## src/rtl/oled_i2c_sequencer.sv

```systemverilog
// SSD1306 128x64 sequencer sitting in front of an I2C master: power-up delay,
// fixed init list, then 1024-byte frames from a valid/ready pixel port.
//   state     | meaning
//   M_POWERUP | wait the power-up delay and for the master to go idle
//   M_INIT    | send the fixed init command list
//   M_READY   | idle, waiting for frame_start
//   M_FADDR   | send the column/page window commands
//   M_FDATA   | stream pixel bytes with the data control byte
//   M_ERROR   | handshake timeout; parked until reset
module oled_i2c_sequencer #(
  parameter logic [6:0]  DEV_ADDR       = 7'h3C,
  parameter logic [15:0] I2C_DIVIDER    = 16'd124,
  parameter int          POWERUP_CYCLES = 100000,
  parameter int          TIMEOUT_CYCLES = 65535,
  parameter int          FRAME_BYTES    = 1024
) (
  input  logic        i_clk,
  input  logic        i_reset,
  input  logic        i_frame_start,
  input  logic        i_pix_valid,
  input  logic [7:0]  i_pix_data,
  output logic        o_pix_ready,
  output logic        o_init_done,
  output logic        o_frame_done,
  output logic        o_error,
  output logic        o_i2c_enable,
  output logic        o_i2c_read_write,
  output logic [7:0]  o_i2c_data_w,
  output logic [7:0]  o_i2c_reg_addr,
  output logic [6:0]  o_i2c_dev_addr,
  output logic [15:0] o_i2c_divider,
  input  logic        i_i2c_busy
);

  localparam int PW = (POWERUP_CYCLES > 1) ? $clog2(POWERUP_CYCLES) : 1;
  localparam logic [PW-1:0] PWR_LAST  = PW'(POWERUP_CYCLES - 1);
  localparam logic [15:0]   TO_LAST   = 16'(TIMEOUT_CYCLES - 1);
  localparam logic [10:0]   BYTES_END = 11'(FRAME_BYTES);
  localparam logic [7:0]    CTRL_CMD  = 8'h00;
  localparam logic [7:0]    CTRL_DATA = 8'h40;

  typedef enum logic [2:0] {M_POWERUP, M_INIT, M_READY, M_FADDR, M_FDATA, M_ERROR} main_t;
  typedef enum logic [1:0] {X_IDLE, X_REQ, X_ACC, X_DONE} xfer_t;

  main_t          r_main;
  xfer_t          r_xfer;
  logic [PW-1:0]  r_pwr_cnt;
  logic [4:0]     r_init_idx;
  logic [2:0]     r_addr_idx;
  logic [10:0]    r_byte_cnt;
  logic [15:0]    r_to_cnt;
  logic           r_pix_ready;
  logic           r_init_done;
  logic           r_frame_done;
  logic           r_error;
  logic           r_enable;
  logic [7:0]     r_data_w;
  logic [7:0]     r_reg_addr;

  logic w_xfer_done;
  logic w_can_launch;
  logic w_to_hit;

  function automatic logic [7:0] f_init_cmd(input logic [4:0] idx);
    case (idx)
      5'd0:  f_init_cmd = 8'hAE;  5'd1:  f_init_cmd = 8'hD5;  5'd2:  f_init_cmd = 8'h80;
      5'd3:  f_init_cmd = 8'hA8;  5'd4:  f_init_cmd = 8'h3F;  5'd5:  f_init_cmd = 8'hD3;
      5'd6:  f_init_cmd = 8'h00;  5'd7:  f_init_cmd = 8'h40;  5'd8:  f_init_cmd = 8'h8D;
      5'd9:  f_init_cmd = 8'h14;  5'd10: f_init_cmd = 8'h20;  5'd11: f_init_cmd = 8'h00;
      5'd12: f_init_cmd = 8'hA1;  5'd13: f_init_cmd = 8'hC8;  5'd14: f_init_cmd = 8'hDA;
      5'd15: f_init_cmd = 8'h12;  5'd16: f_init_cmd = 8'h81;  5'd17: f_init_cmd = 8'hCF;
      5'd18: f_init_cmd = 8'hD9;  5'd19: f_init_cmd = 8'hF1;  5'd20: f_init_cmd = 8'hDB;
      5'd21: f_init_cmd = 8'h40;  5'd22: f_init_cmd = 8'hA4;  5'd23: f_init_cmd = 8'hA6;
      5'd24: f_init_cmd = 8'hAF;
      default: f_init_cmd = 8'h00;
    endcase
  endfunction

  // Full-screen window: columns 0..127, pages 0..7.
  function automatic logic [7:0] f_addr_cmd(input logic [2:0] idx);
    case (idx)
      3'd0: f_addr_cmd = 8'h21;  3'd1: f_addr_cmd = 8'h00;  3'd2: f_addr_cmd = 8'h7F;
      3'd3: f_addr_cmd = 8'h22;  3'd4: f_addr_cmd = 8'h00;  3'd5: f_addr_cmd = 8'h07;
      default: f_addr_cmd = 8'h00;
    endcase
  endfunction

  assign w_xfer_done  = (r_xfer == X_DONE) && !i_i2c_busy;
  assign w_can_launch = (r_xfer == X_IDLE) && !i_i2c_busy;
  assign w_to_hit     = (((r_xfer == X_ACC) && !i_i2c_busy) || ((r_xfer == X_DONE) && i_i2c_busy))
                        && (r_to_cnt == TO_LAST);

  always_ff @(posedge i_clk or posedge i_reset) begin
    if (i_reset) begin
      r_main       <= M_POWERUP;
      r_xfer       <= X_IDLE;
      r_pwr_cnt    <= '0;
      r_init_idx   <= '0;
      r_addr_idx   <= '0;
      r_byte_cnt   <= '0;
      r_to_cnt     <= '0;
      r_pix_ready  <= 1'b0;
      r_init_done  <= 1'b0;
      r_frame_done <= 1'b0;
      r_error      <= 1'b0;
      r_enable     <= 1'b0;
      r_data_w     <= '0;
      r_reg_addr   <= '0;
    end else begin
      r_frame_done <= 1'b0;

      case (r_xfer)
        X_REQ: begin
          r_enable <= 1'b0;
          r_xfer   <= X_ACC;
          r_to_cnt <= '0;
        end
        X_ACC: begin
          if (i_i2c_busy) begin
            r_xfer   <= X_DONE;
            r_to_cnt <= '0;
          end else begin
            r_to_cnt <= r_to_cnt + 1'b1;
          end
        end
        X_DONE: begin
          if (!i_i2c_busy) r_xfer   <= X_IDLE;
          else             r_to_cnt <= r_to_cnt + 1'b1;
        end
        default: ;
      endcase

      case (r_main)
        M_POWERUP: begin
          if (r_pwr_cnt == PWR_LAST) begin
            if (!i_i2c_busy) r_main <= M_INIT;
          end else begin
            r_pwr_cnt <= r_pwr_cnt + 1'b1;
          end
        end
        M_INIT: begin
          if (w_xfer_done) begin
            if (r_init_idx == 5'd24) begin
              r_init_done <= 1'b1;
              r_main      <= M_READY;
            end else begin
              r_init_idx <= r_init_idx + 1'b1;
            end
          end else if (w_can_launch) begin
            r_xfer     <= X_REQ;
            r_enable   <= 1'b1;
            r_data_w   <= f_init_cmd(r_init_idx);
            r_reg_addr <= CTRL_CMD;
          end
        end
        M_READY: begin
          if (i_frame_start) begin
            r_main     <= M_FADDR;
            r_addr_idx <= '0;
          end
        end
        M_FADDR: begin
          if (w_xfer_done) begin
            if (r_addr_idx == 3'd5) begin
              r_main      <= M_FDATA;
              r_byte_cnt  <= '0;
              r_pix_ready <= 1'b1;
            end else begin
              r_addr_idx <= r_addr_idx + 1'b1;
            end
          end else if (w_can_launch) begin
            r_xfer     <= X_REQ;
            r_enable   <= 1'b1;
            r_data_w   <= f_addr_cmd(r_addr_idx);
            r_reg_addr <= CTRL_CMD;
          end
        end
        M_FDATA: begin
          // pix_ready is re-armed only on the edge a byte's transaction ends
          if (w_xfer_done) begin
            if (r_byte_cnt == BYTES_END) begin
              r_frame_done <= 1'b1;
              r_main       <= M_READY;
            end else begin
              r_pix_ready <= 1'b1;
            end
          end else if (r_pix_ready && i_pix_valid) begin
            r_pix_ready <= 1'b0;
            r_byte_cnt  <= r_byte_cnt + 1'b1;
            r_xfer      <= X_REQ;
            r_enable    <= 1'b1;
            r_data_w    <= i_pix_data;
            r_reg_addr  <= CTRL_DATA;
          end
        end
        default: begin
          r_error     <= 1'b1;
          r_enable    <= 1'b0;
          r_pix_ready <= 1'b0;
        end
      endcase

      if (w_to_hit) begin
        r_main      <= M_ERROR;
        r_xfer      <= X_IDLE;
        r_error     <= 1'b1;
        r_enable    <= 1'b0;
        r_pix_ready <= 1'b0;
      end
    end
  end

  assign o_pix_ready      = r_pix_ready;
  assign o_init_done      = r_init_done;
  assign o_frame_done     = r_frame_done;
  assign o_error          = r_error;
  assign o_i2c_enable     = r_enable;
  assign o_i2c_read_write = 1'b0;
  assign o_i2c_data_w     = r_data_w;
  assign o_i2c_reg_addr   = r_reg_addr;
  assign o_i2c_dev_addr   = DEV_ADDR;
  assign o_i2c_divider    = I2C_DIVIDER;

endmodule
```

## config.mk

```make
export PLATFORM = sky130hd
export DESIGN_NAME = oled_i2c_sequencer
export DESIGN_NICKNAME = d
export VERILOG_FILES = /design/src/rtl/oled_i2c_sequencer.sv
export SDC_FILE = /design/constraint.sdc
export NUM_CORES = 1
export LEC_CHECK = 0
export ABC_AREA = 1
export BUFFER_PORTS_ARGS = -buffer_cell sky130_fd_sc_hd__clkbuf_2
export CAP_MARGIN = 20
export CELL_PAD_IN_SITES_DETAIL_PLACEMENT = 1
export CELL_PAD_IN_SITES_GLOBAL_PLACEMENT = 2
export CORE_UTILIZATION = 35
export CTS_BUF_LIST = sky130_fd_sc_hd__clkbuf_2 sky130_fd_sc_hd__clkbuf_4 sky130_fd_sc_hd__clkbuf_8
export CTS_CLUSTER_SIZE = 12
export DETAILED_ROUTE_END_ITERATION = 12
export PLACE_DENSITY_LB_ADDON = 0.1
export SLEW_MARGIN = 20
export SYNTH_ARGS = -nofsm -noshare
export SYNTH_HDL_FRONTEND = slang
export SYNTH_SLANG_ARGS = --single-unit
```

## constraint.sdc

```tcl
create_clock -name i_clk -period 5.15 [get_ports i_clk]
set_clock_uncertainty 0.2 [all_clocks]
set_input_delay 1.03 -clock i_clk [delete_from_list [all_inputs] [get_ports i_clk]]
set_output_delay 1.03 -clock i_clk [all_outputs]
set_load 0.05 [all_outputs]
```

* Word-level counts from Yosys, hierarchy flattened
Memories as Yosys holds them, arrays and structs flattened. Cells that the tools add are included.
Cells by class: $add $sub $neg 5, equal/unequal tests 40, multiplexer cells 64, bitwise gates (word level) 2, reductions and logical operators 31
Operators by type and width (number):
- $mux W8 | 10
- $pmux W16 S3 | 1
- $mux W11 | 4
- $mux W3 | 13
- $mux W16 | 2
- $pmux W7 S4 | 1
- $ne A3 B3 Y1 const B | 9
- $ne A2 B2 Y1 const B | 12
- $pmux W8 S3 | 1
- $pmux W11 S2 | 1
- $add A17 B1 Y17 const B | 1
- $eq A17 B17 Y1 const B | 1
- $mux W1 | 17
- $add A16 B1 Y16 const B | 1
- $eq A16 B16 Y1 const B | 1
- $pmux W8 S2 | 1
- $pmux W3 S5 | 1
- $reduce_and A5 Y1 | 3
- $mux W2 | 7
- $eq A3 B2 Y1 const B | 4
- $add A11 B1 Y11 const B | 1
- $eq A11 B11 Y1 const B | 1
- $reduce_and A10 Y1 | 1
- $ne A4 B4 Y1 const B | 2
- other kinds (28) | 46
Word-level totals: register bits 78, bits in read-only memories 256, output and inout port bits 45, word-level logic and storage cells 157, memories kept 1
Memory list:
- (name not given) | depth 32, width 8, read ports 1, clocked after Yosys merged registers in 0, wr ports 0, line 65 | case (idx)

* Logic depth before layout (Yosys ltp)
Gate-level depths: netlist (run 1).
word-level depth 6, mapped depth 12, depth with buffers taken out 12

* Least setup slack after synthesis (run 1)
Ideal clock, no wire load.
kind input port to flip-flop, start input port i_i2c_busy, end register r_byte_cnt[6], setup time 118 ps, arrival time 1992 ps, data required time 4832 ps, slack 2840 ps, stages 9, buffers on the path 1, cell sequence inv_1 nand3_2 nand2_1 nand3_2 nor3_4 inv_2 buf_6 nand2_1 o21ai_2
On the way: cells in the longest elaborated chain, start to end 4, elaborated cells between the ends (all ways) 5, those cells by class eq/ne (2); reduce/logical (3)
Ends and longest elaborated chain:
- start: declaration | line 32 | input logic i_i2c_busy
- $logic_not A1 Y1 *
- $logic_and A1 B1 Y1 * | line 88 | assign w_xfer_done = (r_xfer == X_DONE) && !i_i2c_busy;
- $ne A2 B2 Y1 (no source line)
- $reduce_and A5 Y1 (no source line) *
- end signal: assignment | line 189 | r_byte_cnt <= r_byte_cnt + 1'b1;
- end: declaration | line 50 | logic [10:0] r_byte_cnt;
Every way passes the cells marked *; elsewhere a longest branch is shown, timed or not. A chain may end at the register's enable or synchronous reset.

* Final worst setup path (run 1)
start input port i_i2c_busy, end register r_to_cnt[2]
On the way: cells in the longest elaborated chain, start to end 2, elaborated cells between the ends (all ways) 4, those cells by class eq/ne (1); mux (2); reduce/logical (1)
Ends and longest elaborated chain:
- $mux W16 or $ne A2 B2 Y1 (tied branches)
- $pmux W16 S3 or $reduce_and A2 Y1 (tied branches)
- end signal: assignment | line 123 | r_to_cnt <= r_to_cnt + 1'b1;
- end signal: assignment | line 128 | else r_to_cnt <= r_to_cnt + 1'b1;
- end: declaration | line 51 | logic [15:0] r_to_cnt;
Several ways; a longest one is shown, not always the timed one.

==> reports/qor.txt, run 1 <==
final wirelength: 12,800 um
post-layout min period: 2.603 ns
Worst R2R Path Depth: 8
crit path capture type: flip-flop
area share of the largest cell type after synthesis: 36.83%
worst vdd rail ir drop: 131.9 uV
Mapped Area: 0.004825 sq mm
CTS tree: yes
syn avg cell area: 7.180 sq um
Crit Path Max Fanout: 11
final hold slack: 0.2882 ns
Yosys cell types: 37
slowest CP cell: nor2_1
Final Hold Viols: 0
Hold Startpoint: o_error
Post-CTS Repair Setup Buffers: 0
slew margin rel.: 42.66%
Gate Count Post-Synth: 672
Die W: 119.4 um
CP peak stage delay: 0.61 ns
die area: 0.01426 sq mm
gpl congestion: 0.7935
Hold Path End: o_error
setup slack, reg-to-reg: 2.67 ns
Vias: 4,307
Post-synth EDFFs: 0
Pwr Density: 240.3 mW/mm^2
WP data arrival: 2.64 ns
Critical Path RT: 5.19 ns
gr ovfl total: 0
DRT iter0 DRCs: 217
Worst Setup Start Kind: input port
Pins Over Slew Limit: 0
Critical Path, Cell by Cell: clkbuf_2, inv_1, nand3_2, inv_1, nor2_1, inv_1, nand2_1, o21ai_0
Area Overhead vs Synth: 7.676%
top_reg_cell synth: dfrtp_1
Post-synth ARST share: 100.0%
top cells by area, synth: dfrtp_1 (37%), nand2_1 (14%), inv_1 (5.6%)
crit path kind: input port to flip-flop
clock latency on the worst-skew pair: 0.38 ns
Least-Margin Pin Slew: 0.8591 ns
die height: 119.4 um
Peak Freq: 0.3842 GHz
CTS resizes: 0
Seq/Total Area, Yosys: 36.83%
Rows: 42
Ports: 58
largest net degree at the start of global routing: 48
CTS Buffer Depth: 2
global router's overall resource usage: 19.64%
Placed Cells incl. Taps: 861
Diodes inserted: 0
Antenna Violating Nets Remaining: 0
Crit path top cell by count: inv_1
R2R Path End: r_pwr_cnt[7]
clock sinks: 71
worst r2r src: r_pwr_cnt[0]
TritonCTS buffer count: 9
setup TNS: 0 ns
H-tree Lvls: 3
DRC Markers: 0
worst hold path depth: 2
worst hold path class: flip-flop to flip-flop
unrepaired setup endpoints after global routing: no
Worst-path clk slew: 0.07 ns
Synth warnings: 0
Initial Util: 36.15%
wire length per cell: 14.60 um
I/O Buffers: 26
Setup-failing EPs final: 0
hold_buf cts: 0
first-pass GRT wire length: 22,160 um
area of the core: 0.01335 sq mm
fillers: 1,731
Final Non-Filler Cells: 877
Synth Register Bits: 71
vias per inst: 4.911
# nets final: 724
clock root cell: clkbuf_8
status: complete, no violations
vias in the first global route: 4,485
Post-DP HPWL: 9800 um
area leader, netlist: dfrtp_1
drt first pass iters: 4
total of max-cap violations: 0
Tcrit/Tclk final: 50.53%
Leakage: 2.564 nW
ratio of cells with drive above 1 in the final layout: 10.41%
initial antenna violation count: 0
metal layers:
layer,global-route usage (%),share of wire [%],vias up,wire length (um)
met2,33.72,49,48,6285
met1,24.51,47,2095,6005
met4,6.250,1.5,0,188
met3,4.071,2.5,17,323
met5,0,0,-,0
li1,-,-,2147,-
worst max path at each step:
| stage | from | depth (start not counted) | slack [ns] | endpoint |
|---|---|---|---|---|
| global route | i_i2c_busy | 8 | 2.31 | r_to_cnt[2] |
| global placement | i_i2c_busy | 8 | 2.16 | r_to_cnt[0] |
| finish | i_i2c_busy | 8 | 2.55 | r_to_cnt[2] |
| floorplan | i_reset | 1 | 2.12 | o_error |
| CTS | i_i2c_busy | 8 | 2.54 | r_to_cnt[2] |
| detailed placement | i_i2c_busy | 8 | 2.14 | r_to_cnt[2] |
registers in the layout, indices dropped and copies added, names as in the netlist, 2 cells and up:
name and count:
r_xfer 2, r_pwr_cnt 17, r_init_idx 5, r_addr_idx 3
o_i2c_data_w 8, r_main 3, r_to_cnt 16, r_byte_cnt 11
cells by family (layout without fill, tap and decap cells):
family / Yosys count / after routing / synth area share (%)
AND/OR/NAND/NOR: 338 / 338 / 30.84
XOR/XNOR: 24 / 24 / 4.357
buffers and inverters: 125 / 125 / 12.86
adder cells (fa/ha/maj): 15 / 15 / 3.890
other: 2 / 31 / 0.1557
AO/OA/AOI/OAI: 97 / 97 / 11.07
flip-flops: 71 / 71 / 36.83
critical path, delay by kind of cell:
kind / cells / cell delay [ns]
compound gates: 1 / 0.09
simple gates: 3 / 0.93
buf+inv: 4 / 0.59
per-stage QoR:
step / setup WS, ns / total power, mW / utilization (%) / cell area (sq um)
5_1_grt: 2.312 / 1.312 / 38.92 / 5195
6_report: 2.547 / 1.248 / 38.92 / 5195
4_1_cts: 2.544 / 1.270 / 38.91 / 5194
3_3_place_gp: 2.160 / 0.7695 / 37.32 / 4981
2_1_floorplan: 2.123 / 0.7465 / - / 4933
3_5_place_dp: 2.139 / 0.7711 / 37.32 / 4981
synth_stat cells, types with 6 or more instances:
cell / instances
dfrtp_1: 71
o21ai_0: 42
nand2_1: 175
nor3_1: 17
nor2_1: 60
nand3_1: 54
inv_1: 72
buf_4: 34
a21oi_1: 24
o22ai_1: 6
ha_1: 15
inv_2: 7
nand4_1: 13
xor2_1: 19
o21ai_1: 12
final cells by class:
type | instances | area [sq um] | area share, %
timing repair buffer | 27 | 137.6 | 2.649
clock buffer | 13 | 172.7 | 3.324
clock inverter | 3 | 40.04 | 0.7707
tap | 176 | 220.2 | 4.239
inverter | 82 | 311.5 | 5.997
sequential | 71 | 1777 | 34.20
multi-input combinational | 505 | 2536 | 48.82
where the power goes:
| part | internal, mW | leakage [nW] | switching, mW | total [mW] |
|---|---|---|---|---|
| sequential | 0.572 | 0.924 | 0.0197 | 0.591 |
| combinational | 0.0286 | 1.53 | 0.137 | 0.166 |
| clock | 0.267 | 0.113 | 0.224 | 0.491 |
| total | 0.868 | 2.56 | 0.381 | 1.25 |
cells in the final DEF, fill, tap and decap left out, drive strengths merged, types with 2 or more instances in the layout:
master    n
clkinv    5
dfrtp    71
nor2     66
o211ai    3
xnor2     5
xor2     19
nand3    58
nand4    13
clkbuf   39
nand3b    3
inv      79
nor3     18
ha       15
o22ai     6
o21bai    2
nand2   178
a21oi    26
conb     31
o21ai    58
No activity file was read; power rests on OpenSTA's default activity.
==> inputs of run 2 (changes only) <==
--- a/config.mk
+++ b/config.mk
@@ -10,7 +10,7 @@
 export CAP_MARGIN = 20
 export CELL_PAD_IN_SITES_DETAIL_PLACEMENT = 1
 export CELL_PAD_IN_SITES_GLOBAL_PLACEMENT = 2
-export CORE_UTILIZATION = 35
+export CORE_UTILIZATION = 34
 export CTS_BUF_LIST = sky130_fd_sc_hd__clkbuf_2 sky130_fd_sc_hd__clkbuf_4 sky130_fd_sc_hd__clkbuf_8
 export CTS_CLUSTER_SIZE = 12
 export DETAILED_ROUTE_END_ITERATION = 12
==> constraint.sdc (replaced) <==
create_clock -name i_clk -period 2.4 [get_ports i_clk]
set_clock_uncertainty 0.2 [all_clocks]
set_input_delay 0.48 -clock i_clk [delete_from_list [all_inputs] [get_ports i_clk]]
set_output_delay 0.48 -clock i_clk [all_outputs]
set_load 0.05 [all_outputs]
==> reports/qor.txt, run 2 (synthesis gave the netlist of run 1 again) <==
Gate power share: 15.0%
Final Hold Viols: 0
Finished Core Util: 38.09%
wire length per cell: 14.50 um
Sequential Power Share: 46.5%
worst hold path class: input port to flip-flop
Die W: 121.1 um
most frequent cells in the layout: nand2_1 (175), inv_1 (71), dfrtp_1 (71)
CTS tree: yes
# nets final: 734
setup TNS: 0 ns
most common cell after layout, fill and taps aside: nand2_1
I/O Buffers: 26
DRT iter0 DRCs: 125
Post-Layout Inst Area: 0.005288 sq mm
unrepaired setup endpoints after global routing: no
total of max-cap violations: 0
clock latency on the worst-skew pair: 0.38 ns
Worst-path clk slew: 0.08 ns
ratio of cells with drive above 1 in the final layout: 11.53%
die area: 0.01467 sq mm
Peak Freq: 0.4691 GHz
global router's overall resource usage: 19.15%
DRC Markers: 0
drt first pass iters: 4
largest net degree at the start of global routing: 40
Initial Util: 34.76%
final wirelength: 12,920 um
Vias: 4,324
Worst Setup Start Kind: flip-flop
Leakage: 2.605 nW
Diodes inserted: 0
most flop-heavy register: r_pwr_cnt
Antenna Violating Nets Remaining: 0
FF+latch area: 0.001777 sq mm
Net Switching: 874.0 uW
WP data arrival: 2.19 ns
vias per inst: 4.853
Int Pwr: 1.855 mW
area of the core: 0.01388 sq mm
post-layout min period: 2.132 ns
Largest regs: r_pwr_cnt: 17 flops, r_to_cnt: 16 flops, r_byte_cnt: 11 flops
Rows: 43
Total Power: 2.729 mW
Multi-input gate area: 0.002536 sq mm
initial antenna violation count: 0
Ports: 58
crit path kind: flip-flop to flip-flop
status: complete, no violations
vias in the first global route: 4,522
Tcrit/Tclk final: 88.82%
Post-DP HPWL: 9795 um
Critical Path RT: 2.46 ns
Pins Over Slew Limit: 0
Placed Area: 0.005070 sq mm
Area Overhead vs Synth: 9.595%
first-pass GRT wire length: 21,890 um
fillers: 1,785
clock root cell: clkbuf_8
Crit Path Max Fanout: 7
gpl congestion: 0.7866
TritonCTS buffer count: 9
CTS Buffer Depth: 2
H-tree Lvls: 3
worst vdd rail ir drop: 255.5 uV
gr ovfl total: 0
sw frac: 32.03%
clock sinks: 71
Clock Power Share: 38.5%
Pwr Density: 516.1 mW/mm^2
Setup-failing EPs final: 0
CTS resizes: 0
max reg flops: 17
crit path capture type: flip-flop
die height: 121.1 um
run 2: cell count changes in the layout (fill, tap and decap cells not counted), sizes merged:
cell / before / now
clkinvlp: 0 / 2
clkbuf: 39 / 37
buf: 1 / 10
dlygate4sd3: 0 / 1
run 2: per-stage QoR:
step	hold WS [ns]	instances	setup slack [ns]
after global placement	0.2605	874	0.3181
after detailed placement	0.2627	874	0.2636
after CTS	0.1734	891	0.2563
after floorplan	0.2776	701	0.4659
final	0.1983	891	0.2683
after global routing	0.2350	891	0.01398
run 2: worst max-delay path: stages (launching register included):
cell and delay, ns:
dfrtp_1 0.46, inv_1 0.13, ha_1 0.21, nand2_1 0.10
nor2_2 0.14, nand2_1 0.12, nand2_1 0.15, nand2_1 0.08
nor2_2 0.16, nand3_2 0.11, nand2_1 0.07, nand3_1 0.06
run 2: repair_timing:
action	4_1_cts	5_1_grt
hold endpoints to repair	16	0
setup buffers	0	0
hold buffers	1	0
run 2: area by class of cell:
class                      count  area share [%]
clock buffer                  11           2.863
clock inverter                 5           1.065
inverter                      82           5.939
multi-input combinational    505           47.96
sequential                    71           33.60
tap                          180           4.259
timing repair buffer          37           4.307
run 2: power groups by stage:
stage	combinational [mW]	sequential (mW)	clock, mW
floorplan	0.319	1.28	0
global placement	0.402	1.29	0
detailed placement	0.413	1.29	0
CTS	0.416	1.27	1.11
global route	0.456	1.28	1.15
finish	0.409	1.27	1.05
run 2: final timing paths:
| check | startpoint | endpoint | depth (start not counted) | slack (ns) |
|---|---|---|---|---|
| max in group asynchronous | i_reset | o_i2c_data_w[5] | 4 | 0.97 |
| setup reg to reg | r_init_idx[0] | r_main[0] | 11 | 0.27 |
| hold / removal | i_pix_data[4] | o_i2c_data_w[4] | 3 | 0.20 |
| hold reg to reg | o_error | o_error | 2 | 0.29 |
| min in group asynchronous | i_reset | r_pwr_cnt[5] | 3 | 0.45 |
| setup / recovery | r_init_idx[0] | r_main[0] | 11 | 0.27 |
run 2: layer usage:
metal / wire [um] / track usage, %
met1: 6257 / 24.41
met2: 6219 / 32.32
met3: 287 / 3.477
met4: 159 / 6.636
met5: 0 / 0
==> inputs of run 3 (changes only) <==
--- a/config.mk
+++ b/config.mk
@@ -15,6 +15,7 @@
 export CTS_CLUSTER_SIZE = 12
 export DETAILED_ROUTE_END_ITERATION = 12
 export PLACE_DENSITY_LB_ADDON = 0.1
+export REMOVE_ABC_BUFFERS = 1
 export SLEW_MARGIN = 20
 export SYNTH_ARGS = -nofsm -noshare
 export SYNTH_HDL_FRONTEND = slang
==> reports/qor.txt, run 3 (synthesis gave the netlist of run 1 again) <==
hold_buf cts: 1
most common cell after layout, fill and taps aside: nand2_1
H-tree Lvls: 3
Post-Layout Inst Area: 0.005284 sq mm
vias per inst: 4.866
Sequential Power Share: 46.8%
first-pass GRT wire length: 22,490 um
worst hold path class: input port to flip-flop
Post-CTS Repair Setup Buffers: 0
Clock Power Share: 38.8%
Peak Freq: 0.4522 GHz
Rows: 43
Pwr Density: 514.3 mW/mm^2
global router's overall resource usage: 19.60%
Setup-failing EPs final: 0
Tcrit/Tclk final: 92.14%
Area Overhead vs Synth: 9.518%
Diodes inserted: 0
setup TNS: 0 ns
Final WS setup: 0.1888 ns
Critical Path RT: 2.45 ns
Finished Core Util: 38.07%
final wirelength: 13,020 um
post-layout min period: 2.211 ns
CTS tree: yes
I/O Buffers: 26
gr ovfl total: 0
fillers: 1,746
gpl congestion: 0.8233
Crit path top cell by count: nand2_1
Critical Path, Cell by Cell: inv_1, ha_1, nand2_1, nor2_2, nand2_1, nand2_1, nand2_1, nor2_2, nand3_2, nand2_1, nand3_1
Gate power share: 14.5%
Leakage: 2.609 nW
Least-Margin Pin Slew: 0.4894 ns
crit path kind: flip-flop to flip-flop
CP peak stage delay: 0.47 ns
Total Power: 2.717 mW
Antenna Violating Nets Remaining: 0
unrepaired setup endpoints after global routing: no
Worst-path clk slew: 0.08 ns
delay-heaviest family, CP: simple AND/OR/NAND/NOR gates
# nets final: 734
slew margin rel.: 67.12%
Ports: 58
clock latency on the worst-skew pair: 0.38 ns
Largest regs: r_pwr_cnt: 17 flops, r_to_cnt: 16 flops, r_byte_cnt: 11 flops
die height: 121.1 um
vias in the first global route: 4,570
crit path capture type: flip-flop
sw frac: 32.10%
DRT iter0 DRCs: 144
Int Pwr: 1.845 mW
area of the core: 0.01388 sq mm
worst vdd rail ir drop: 265.6 uV
Crit Path Max Fanout: 7
WP data arrival: 2.26 ns
CTS resizes: 0
largest net degree at the start of global routing: 72
max reg flops: 17
Place WS: 0.2109 ns
Vias: 4,336
total of max-cap violations: 0
Post-DP HPWL: 9701 um
Pins Over Slew Limit: 0
CTS Buffer Depth: 2
wire length per cell: 14.62 um
die area: 0.01467 sq mm
most flop-heavy register: r_pwr_cnt
Worst Setup Start Kind: flip-flop
initial antenna violation count: 0
Placed Cells incl. Taps: 874
Net Switching: 872.4 uW
clock sinks: 71
most frequent cells in the layout: nand2_1 (175), inv_1 (71), dfrtp_1 (71)
clock root cell: clkbuf_8
count of buffer and inverter cells on the critical path: 1
Final Non-Filler Cells: 891
Placed Area: 0.005066 sq mm
status: complete, no violations
final hold slack: 0.2001 ns
Die W: 121.1 um
Initial Util: 34.76%
slowest CP cell: dfrtp_1
TritonCTS buffer count: 9
DRC Markers: 0
Final Hold Viols: 0
ratio of cells with drive above 1 in the final layout: 11.53%
drt first pass iters: 4
## run 3: cell count changes in the layout (fill, tap and decap cells not counted), sizes merged
| cell | before | now |
|---|---|---|
| inv | 79 | 80 |
| clkinvlp | 2 | 1 |
## run 3: path summary, 6_finish.rpt
| check | from | to | slack, ns | cells past startpoint |
|---|---|---|---|---|
| max | r_init_idx[0] | r_main[0] | 0.19 | 11 |
| min | i_pix_data[4] | o_i2c_data_w[4] | 0.20 | 3 |
| max reg2reg | r_init_idx[0] | r_main[0] | 0.19 | 11 |
| min reg2reg | o_error | o_error | 0.28 | 2 |
| max in group asynchronous | i_reset | r_to_cnt[3] | 1.14 | 4 |
| min in group asynchronous | i_reset | r_pwr_cnt[14] | 0.52 | 4 |
## run 3: final cells by class
class                   instances  area [sq um]  area share [%]
inverters                      82         310.3           5.873
well taps                     180         225.2           4.262
repair buffers                 37         227.7           4.310
clock buffers                  11         151.4           2.865
clock inverters                 5         56.30           1.066
multi-input cells             505          2536           48.00
flip-flops and latches         71          1777           33.63
## run 3: worst register-to-register path: cells and delay by family, from the launching register on
family / cells / cell delay (ns)
and+or+nand+nor: 9 / 1.04
DFF: 1 / 0.47
adders and majority gates: 1 / 0.24
buffers and inverters: 1 / 0.14
## run 3: layer usage
metal | GRT usage [%] | wire length (um) | vias up
met2 | 33.11 | 6274 | 49
met3 | 2.820 | 273 | 13
met1 | 25.04 | 6266 | 2100
li1 | - | - | 2174
met4 | 7.870 | 209 | 0
met5 | 0 | 0 | -
## run 3: power by group through the flow
stage	combinational, mW	sequential [mW]	clock [mW]
after CTS	0.401	1.27	1.09
after floorplan	0.274	1.28	0
after global routing	0.436	1.28	1.14
final	0.393	1.27	1.05
after detailed placement	0.399	1.29	0
after global placement	0.393	1.29	0
